`config.mk`:
```
export PLATFORM = sky130hd
export DESIGN_NAME = cnt_seq_ctrl
export DESIGN_NICKNAME = d
export VERILOG_FILES = /design/src/rtl/cnt_seq_pkg.sv /design/src/rtl/cnt_seq_model.sv /design/src/rtl/cnt_seq_ctrl.sv
export SDC_FILE = /design/constraint.sdc
export NUM_CORES = 1
export LEC_CHECK = 0
export CAP_MARGIN = 20
export CORE_MARGIN = 2
export CORE_UTILIZATION = 45
export DETAILED_ROUTE_END_ITERATION = 12
export HOLD_SLACK_MARGIN = 0.12
export PLACE_DENSITY = 0.76
export SLEW_MARGIN = 40
export SYNTH_ARGS = -nofsm -noshare
export SYNTH_HDL_FRONTEND = slang
export SYNTH_SLANG_ARGS = --single-unit
```
`constraint.sdc`:
```
create_clock -name clk -period 2.7 [get_ports clk]
set_input_delay 0.27 -clock clk [delete_from_list [all_inputs] [get_ports clk]]
set_output_delay 0.27 -clock clk [all_outputs]
set_load 0.005 [all_outputs]
```
`src/rtl/cnt_seq_pkg.sv`:
```
// Shared types and constants for the counter sequencer.
// Contents:
//   state_t          sequencer states (IDLE, CLEAR, RUN, SETTLE, RESP)
//   CNT_BIN/CNT_BCD  counter type encodings driven on ctr_type
//   CNT_UP/CNT_DOWN  counter direction encodings driven on ctr_mode
//   INIT_*           value the counter takes when cleared
//   BCD_MOD          modulus of the BCD counter
package cnt_seq_pkg;

    typedef enum logic [2:0] {
        S_IDLE   = 3'd0,
        S_CLEAR  = 3'd1,
        S_RUN    = 3'd2,
        S_SETTLE = 3'd3,
        S_RESP   = 3'd4
    } state_t;

    localparam logic CNT_BIN  = 1'b0;
    localparam logic CNT_BCD  = 1'b1;
    localparam logic CNT_UP   = 1'b0;
    localparam logic CNT_DOWN = 1'b1;

    localparam logic [3:0] INIT_UP       = 4'd0;
    localparam logic [3:0] INIT_BIN_DOWN = 4'd15;
    localparam logic [3:0] INIT_BCD_DOWN = 4'd9;

    localparam int BCD_MOD = 10;

endpackage

```
`src/rtl/cnt_seq_model.sv`:
```
// Expected-value model: the count the 4-bit counter should show after being
// cleared and then enabled for 'count' clocks.
// Ports:
//   cnt_type  in  1      0 = binary, 1 = BCD
//   cnt_mode  in  1      0 = up, 1 = down
//   count     in  LEN_W  number of counting clocks
//   expected  out 4      predicted counter value
// Purely combinational; only instantiated when CNT_SEQ_CHECK_EN is defined.
module cnt_seq_model
    import cnt_seq_pkg::*;
#(
    parameter int LEN_W = 8
) (
    input  logic             cnt_type,
    input  logic             cnt_mode,
    input  logic [LEN_W-1:0] count,
    output logic [3:0]       expected
);

    logic [3:0] bcd_rem;

    always_comb begin
        bcd_rem  = 4'(count % LEN_W'(BCD_MOD));
        expected = INIT_UP + count[3:0];
        if (cnt_type == CNT_BIN) begin
            // Binary wraps naturally in 4 bits, so only the low nibble matters.
            if (cnt_mode == CNT_DOWN) begin
                expected = INIT_BIN_DOWN - count[3:0];
            end
        end else begin
            if (cnt_mode == CNT_UP) begin
                expected = INIT_UP + bcd_rem;
            end else begin
                // bcd_rem is 0..9, so 9 - bcd_rem never underflows.
                expected = INIT_BCD_DOWN - bcd_rem;
            end
        end
    end

endmodule

```
`src/rtl/cnt_seq_ctrl.sv`:
```
// Command-driven sequencer for the 4-bit up/down binary/BCD counter.
// Accepts a run command, clears the counter on a gated edge, enables it for
// exactly cmd_len clocks (or until cmd_abort), captures the final count and
// returns it over a valid/ready response channel.
// Ports:
//   clk, mstr_reset_n                 clock, synchronous active-low reset
//   cmd_valid/cmd_ready               command handshake (ready = IDLE)
//   cmd_type/cmd_mode/cmd_len         counter type, direction, tick count
//   cmd_abort                         early stop, honoured in RUN only
//   ctr_en/ctr_type/ctr_mode/ctr_reset counter control pins (registered)
//   ctr_out                           counter value
//   rsp_valid/rsp_ready               response handshake
//   rsp_value/rsp_count/rsp_aborted/rsp_err  response fields
// Build option: define CNT_SEQ_CHECK_EN to compare the captured value against
// an expected-value model and report it on rsp_err; otherwise rsp_err is 0.
module cnt_seq_ctrl
    import cnt_seq_pkg::*;
#(
    parameter int LEN_W = 8
) (
    input  logic             clk,
    input  logic             mstr_reset_n,
    input  logic             cmd_valid,
    output logic             cmd_ready,
    input  logic             cmd_type,
    input  logic             cmd_mode,
    input  logic [LEN_W-1:0] cmd_len,
    input  logic             cmd_abort,
    output logic             ctr_en,
    output logic             ctr_type,
    output logic             ctr_mode,
    output logic             ctr_reset,
    input  logic [3:0]       ctr_out,
    output logic             rsp_valid,
    input  logic             rsp_ready,
    output logic [3:0]       rsp_value,
    output logic [LEN_W-1:0] rsp_count,
    output logic             rsp_aborted,
    output logic             rsp_err
);

    state_t           state_reg, state_next;
    logic [LEN_W-1:0] len_reg;
    logic [LEN_W-1:0] cnt_reg, cnt_next;
    logic             aborted_reg, aborted_next;
    logic             accept;

    logic             ctr_en_reg, ctr_reset_reg, ctr_type_reg, ctr_mode_reg;
    logic             rsp_valid_reg, rsp_aborted_reg;
    logic [3:0]       rsp_value_reg;
    logic [LEN_W-1:0] rsp_count_reg;

    assign cmd_ready = (state_reg == S_IDLE);
    assign accept    = cmd_valid && cmd_ready;

    always_comb begin
        state_next   = state_reg;
        cnt_next     = cnt_reg;
        aborted_next = aborted_reg;
        unique case (state_reg)
            S_IDLE: begin
                if (accept) begin
                    state_next   = S_CLEAR;
                    cnt_next     = '0;
                    aborted_next = 1'b0;
                end
            end
            S_CLEAR: begin
                state_next = (len_reg != '0) ? S_RUN : S_SETTLE;
            end
            S_RUN: begin
                // Every RUN cycle is an enabled edge, including an aborted one.
                cnt_next = cnt_reg + LEN_W'(1);
                if (cmd_abort) begin
                    state_next   = S_SETTLE;
                    aborted_next = 1'b1;
                end else if (cnt_next == len_reg) begin
                    state_next = S_SETTLE;
                end
            end
            S_SETTLE: begin
                state_next = S_RESP;
            end
            S_RESP: begin
                if (rsp_ready) begin
                    state_next = S_IDLE;
                end
            end
            default: begin
                state_next = S_IDLE;
            end
        endcase
    end

    // Control and response outputs are registered from the next state so they
    // line up with the state they belong to.
    always_ff @(posedge clk) begin
        if (!mstr_reset_n) begin
            state_reg       <= S_IDLE;
            len_reg         <= '0;
            cnt_reg         <= '0;
            aborted_reg     <= 1'b0;
            ctr_en_reg      <= 1'b0;
            ctr_reset_reg   <= 1'b0;
            ctr_type_reg    <= 1'b0;
            ctr_mode_reg    <= 1'b0;
            rsp_valid_reg   <= 1'b0;
            rsp_value_reg   <= '0;
            rsp_count_reg   <= '0;
            rsp_aborted_reg <= 1'b0;
        end else begin
            state_reg     <= state_next;
            cnt_reg       <= cnt_next;
            aborted_reg   <= aborted_next;
            ctr_en_reg    <= (state_next == S_CLEAR) || (state_next == S_RUN);
            ctr_reset_reg <= (state_next == S_CLEAR);
            rsp_valid_reg <= (state_next == S_RESP);
            if (accept) begin
                len_reg      <= cmd_len;
                ctr_type_reg <= cmd_type;
                ctr_mode_reg <= cmd_mode;
            end
            // Counter has been gated off for the whole SETTLE cycle, so ctr_out is stable.
            if (state_reg == S_SETTLE) begin
                rsp_value_reg   <= ctr_out;
                rsp_count_reg   <= cnt_reg;
                rsp_aborted_reg <= aborted_reg;
            end
        end
    end

`ifdef CNT_SEQ_CHECK_EN
    logic [3:0] expected_value;
    logic       rsp_err_reg;

    cnt_seq_model #(
        .LEN_W (LEN_W)
    ) u_model (
        .cnt_type (ctr_type_reg),
        .cnt_mode (ctr_mode_reg),
        .count    (cnt_reg),
        .expected (expected_value)
    );

    always_ff @(posedge clk) begin
        if (!mstr_reset_n) begin
            rsp_err_reg <= 1'b0;
        end else if (state_reg == S_SETTLE) begin
            rsp_err_reg <= (ctr_out != expected_value);
        end
    end

    assign rsp_err = rsp_err_reg;
`else
    assign rsp_err = 1'b0;
`endif

    assign ctr_en      = ctr_en_reg;
    assign ctr_reset   = ctr_reset_reg;
    assign ctr_type    = ctr_type_reg;
    assign ctr_mode    = ctr_mode_reg;
    assign rsp_valid   = rsp_valid_reg;
    assign rsp_value   = rsp_value_reg;
    assign rsp_count   = rsp_count_reg;
    assign rsp_aborted = rsp_aborted_reg;

endmodule

```
==> metrics.txt <==
status=complete, no violations; clock latency on the worst-skew pair=0.29 ns; RSZ-0062 raised after global routing=no; final core occ=59.96%; syn nets=236; Ant. Diodes=0; largest net degree at the start of global routing=23; Clock Path Buffers=2; CTS tree=built; Crit Path Class=register to register; register area share after synthesis=42.22%; switching pwr=348.1 uW; Slew HR=57.43%; die footprint=0.004526 sq mm; endpoints failing setup=0; hold_buf cts=0; crit end category=register; drt via density=5.177; FF+latch count, synth=38; vias in the first global route=1422; XOR/XNOR Fraction of Synth Area=4.861%; worst hold slack=0.4669 ns; Num CTS Buffers=5; hold depth=2; DP HPWL=2604 um; Port Buffers=37; Yosys top cell by area=dfxtp_1; total global-route track usage=18.81%; Die Width=67.28 um; fraction of power spent switching nets=27.88%; final hold viol count=0; worst setup margin=0.6963 ns; nets@finish=266; Die Y=67.28 um; initial core utilization=48.13%; ys async rst share=0%; CTS clk-pin slew, worst paths=0.07 ns; # DRC=0; H-tree depth=2; Mapped Avg Cell Area=8.341 sq um; Fin Clk Skew=0.002895 ns; Synth cell types=35; pwr/cell area=556.3 mW/mm^2; Lkg Pwr=0.0007561 uW; period utilization=74.21%; # rows=22; WP data arrival=2.19 ns; vias=1522; fin crit period=2.004 ns; Max-Cap Viols=0; share of layout cells above drive strength 1=4.065%; crit-path cells=ha_1, o21ba_2, a221o_4, a32oi_1, a31oi_1, o2111a_1; DRT Pass-1 Iters=5; post-synthesis compound-gate area fraction=20.90%; sequential cell fraction of total power=51.1%; initial DRC count=75; share of the synthesized area in the top cell type=42.22%; crit-path max cell delay=0.41 ns; WL per Instance=12.26 um; CTS Root Cell=clkbuf_8; Required @ worst endpoint=2.88 ns; gr ovfl total=0; Gate power share=20.3%; antenna violations before repair=0; worst slew pin tran=0.6366 ns; Post-synth EDFFs=0; Critical Path Fanout Max=7; Max VDD drop=0.3635 mV; Startpoint Class=register; Clock Power Share=28.6%; portion of netlist area occupied by mux cells=0%; Pint=900.4 uW; Final ANT Viol Nets=0; YS warnings=0; first-pass GRT wire length=6472 um; area delta synth->final=24.58%; Post-Synth Simple-Gate Area=26.94%; Cells after Synth=216; post-place setup slack=0.7052 ns; Fmax=0.4991 GHz; Synth Area in Adders=0.6944%; io pins=39; placeable core region=0.003744 sq mm; Post-Syn Area=0.001802 sq mm; Area contributors post-synth=dfxtp_1 (42%), a21boi_0 (12%), nand2_1 (11%); # resized after CTS=0; post-CTS setup buffer count=0; critical path's slowest cell=a221o_4; Reg2Reg Depth=6; placer congestion estimate=0.8849; max-slew violations=0; final wirelength=3604 um; setup TNS=0 ns; largest family of logic cells by synthesized area=simple AND/OR/NAND/NOR gates; Hold WC Path Type=register to register; prevailing post-synth register cell=dfxtp_1; CTS sink count=38; fill count=361
[worst paths after layout]
path / slack, ns / to / start
hold reg to reg: 0.47 / rsp_value[0] / rsp_value[0]
hold / removal: 0.47 / rsp_value[0] / rsp_value[0]
setup reg to reg: 0.70 / ctr_en / cnt_reg[0]
setup / recovery: 0.70 / ctr_en / cnt_reg[0]
[cell families after synthesis]
| kind of cell | count (synthesis) |
|---|---|
| xor gates and xnor gates | 10 |
| DFF | 38 |
| and+or+nand+nor | 98 |
| adders and majority gates | 1 |
| buffers and inverters | 16 |
| other | 1 |
| AOI/OAI and AO/OA | 52 |
[critical path: cells and delay by family (launching register included)]
family                     cells  cell delay [ns]
adders and majority gates      1             0.31
AOI/OAI and AO/OA              5             1.22
DFF                            1             0.38
[layout by cell type (no fill, tap or decap), types with 2 or more instances in the layout]
master / count
nand2_1: 53
dfxtp_1: 38
clkdlybuf4s50_1: 37
a21boi_0: 29
o21ai_0: 9
nand3_1: 7
nor2b_1: 6
xnor2_1: 6
nor2_1: 5
a21oi_1: 5
clkbuf_8: 5
nor3_1: 4
and2_1: 4
nor4_1: 4
xor2_1: 4
or3_1: 3
o21a_1: 3
nand3b_1: 2
nand4_1: 2
a32oi_1: 2
and3_1: 2
clkbuf_1: 2
[final cells by class]
type | instances | area (sq um) | share of cell area, %
clock buffers | 7 | 76.32 | 3.400
multi-input cells | 162 | 965.9 | 43.03
repair buffers | 38 | 377.9 | 16.83
well taps | 48 | 60.06 | 2.676
flip-flops and latches | 38 | 760.7 | 33.89
inverters | 1 | 3.754 | 0.1672
[per-stage QoR]
step | total power [uW] | cell area, sq um | std cells
finish | 1249 | 2245 | 294
global route | 1322 | 2245 | 294
CTS | 1261 | 2245 | 294
detailed placement | 906.3 | 2168 | 287
global placement | 905.8 | 2168 | 287
floorplan | 808.5 | 1802 | 216
[cell usage after synthesis, types with 2 or more instances]
master    count
buf_4         4
or3_1         3
xnor2_1       6
nand3_1       7
nor4_1        4
a21boi_0     29
xor2_1        4
nand2_1      53
o21a_1        3
and2_1        4
a21oi_1       5
clkbuf_1     10
dfxtp_1      38
a32oi_1       2
nor2b_1       6
o21ai_0       9
nor2_1        5
nand3b_1      2
nor3_1        4
and3_1        2
nand4_1       2
[power groups by stage]
| stage | clock network [uW] | registers (uW) | logic [uW] |
|---|---|---|---|
| after global routing | 390 | 644 | 288 |
| final | 357 | 638 | 254 |
| after floorplan | 0 | 632 | 176 |
| after global placement | 0 | 649 | 257 |
| after CTS | 366 | 637 | 258 |
| after detailed placement | 0 | 649 | 257 |
[layer usage]
metal / global-route usage [%] / part of all wire (%) / vias to the layer above
met2: 31.19 / 45 / 33
met3: 4.000 / 4.2 / 7
met4: 6.122 / 1.5 / 0
li1: - / - / 800
met1: 24.36 / 49 / 682
met5: 0 / 0 / -
(Power assumes the default switching activity.)
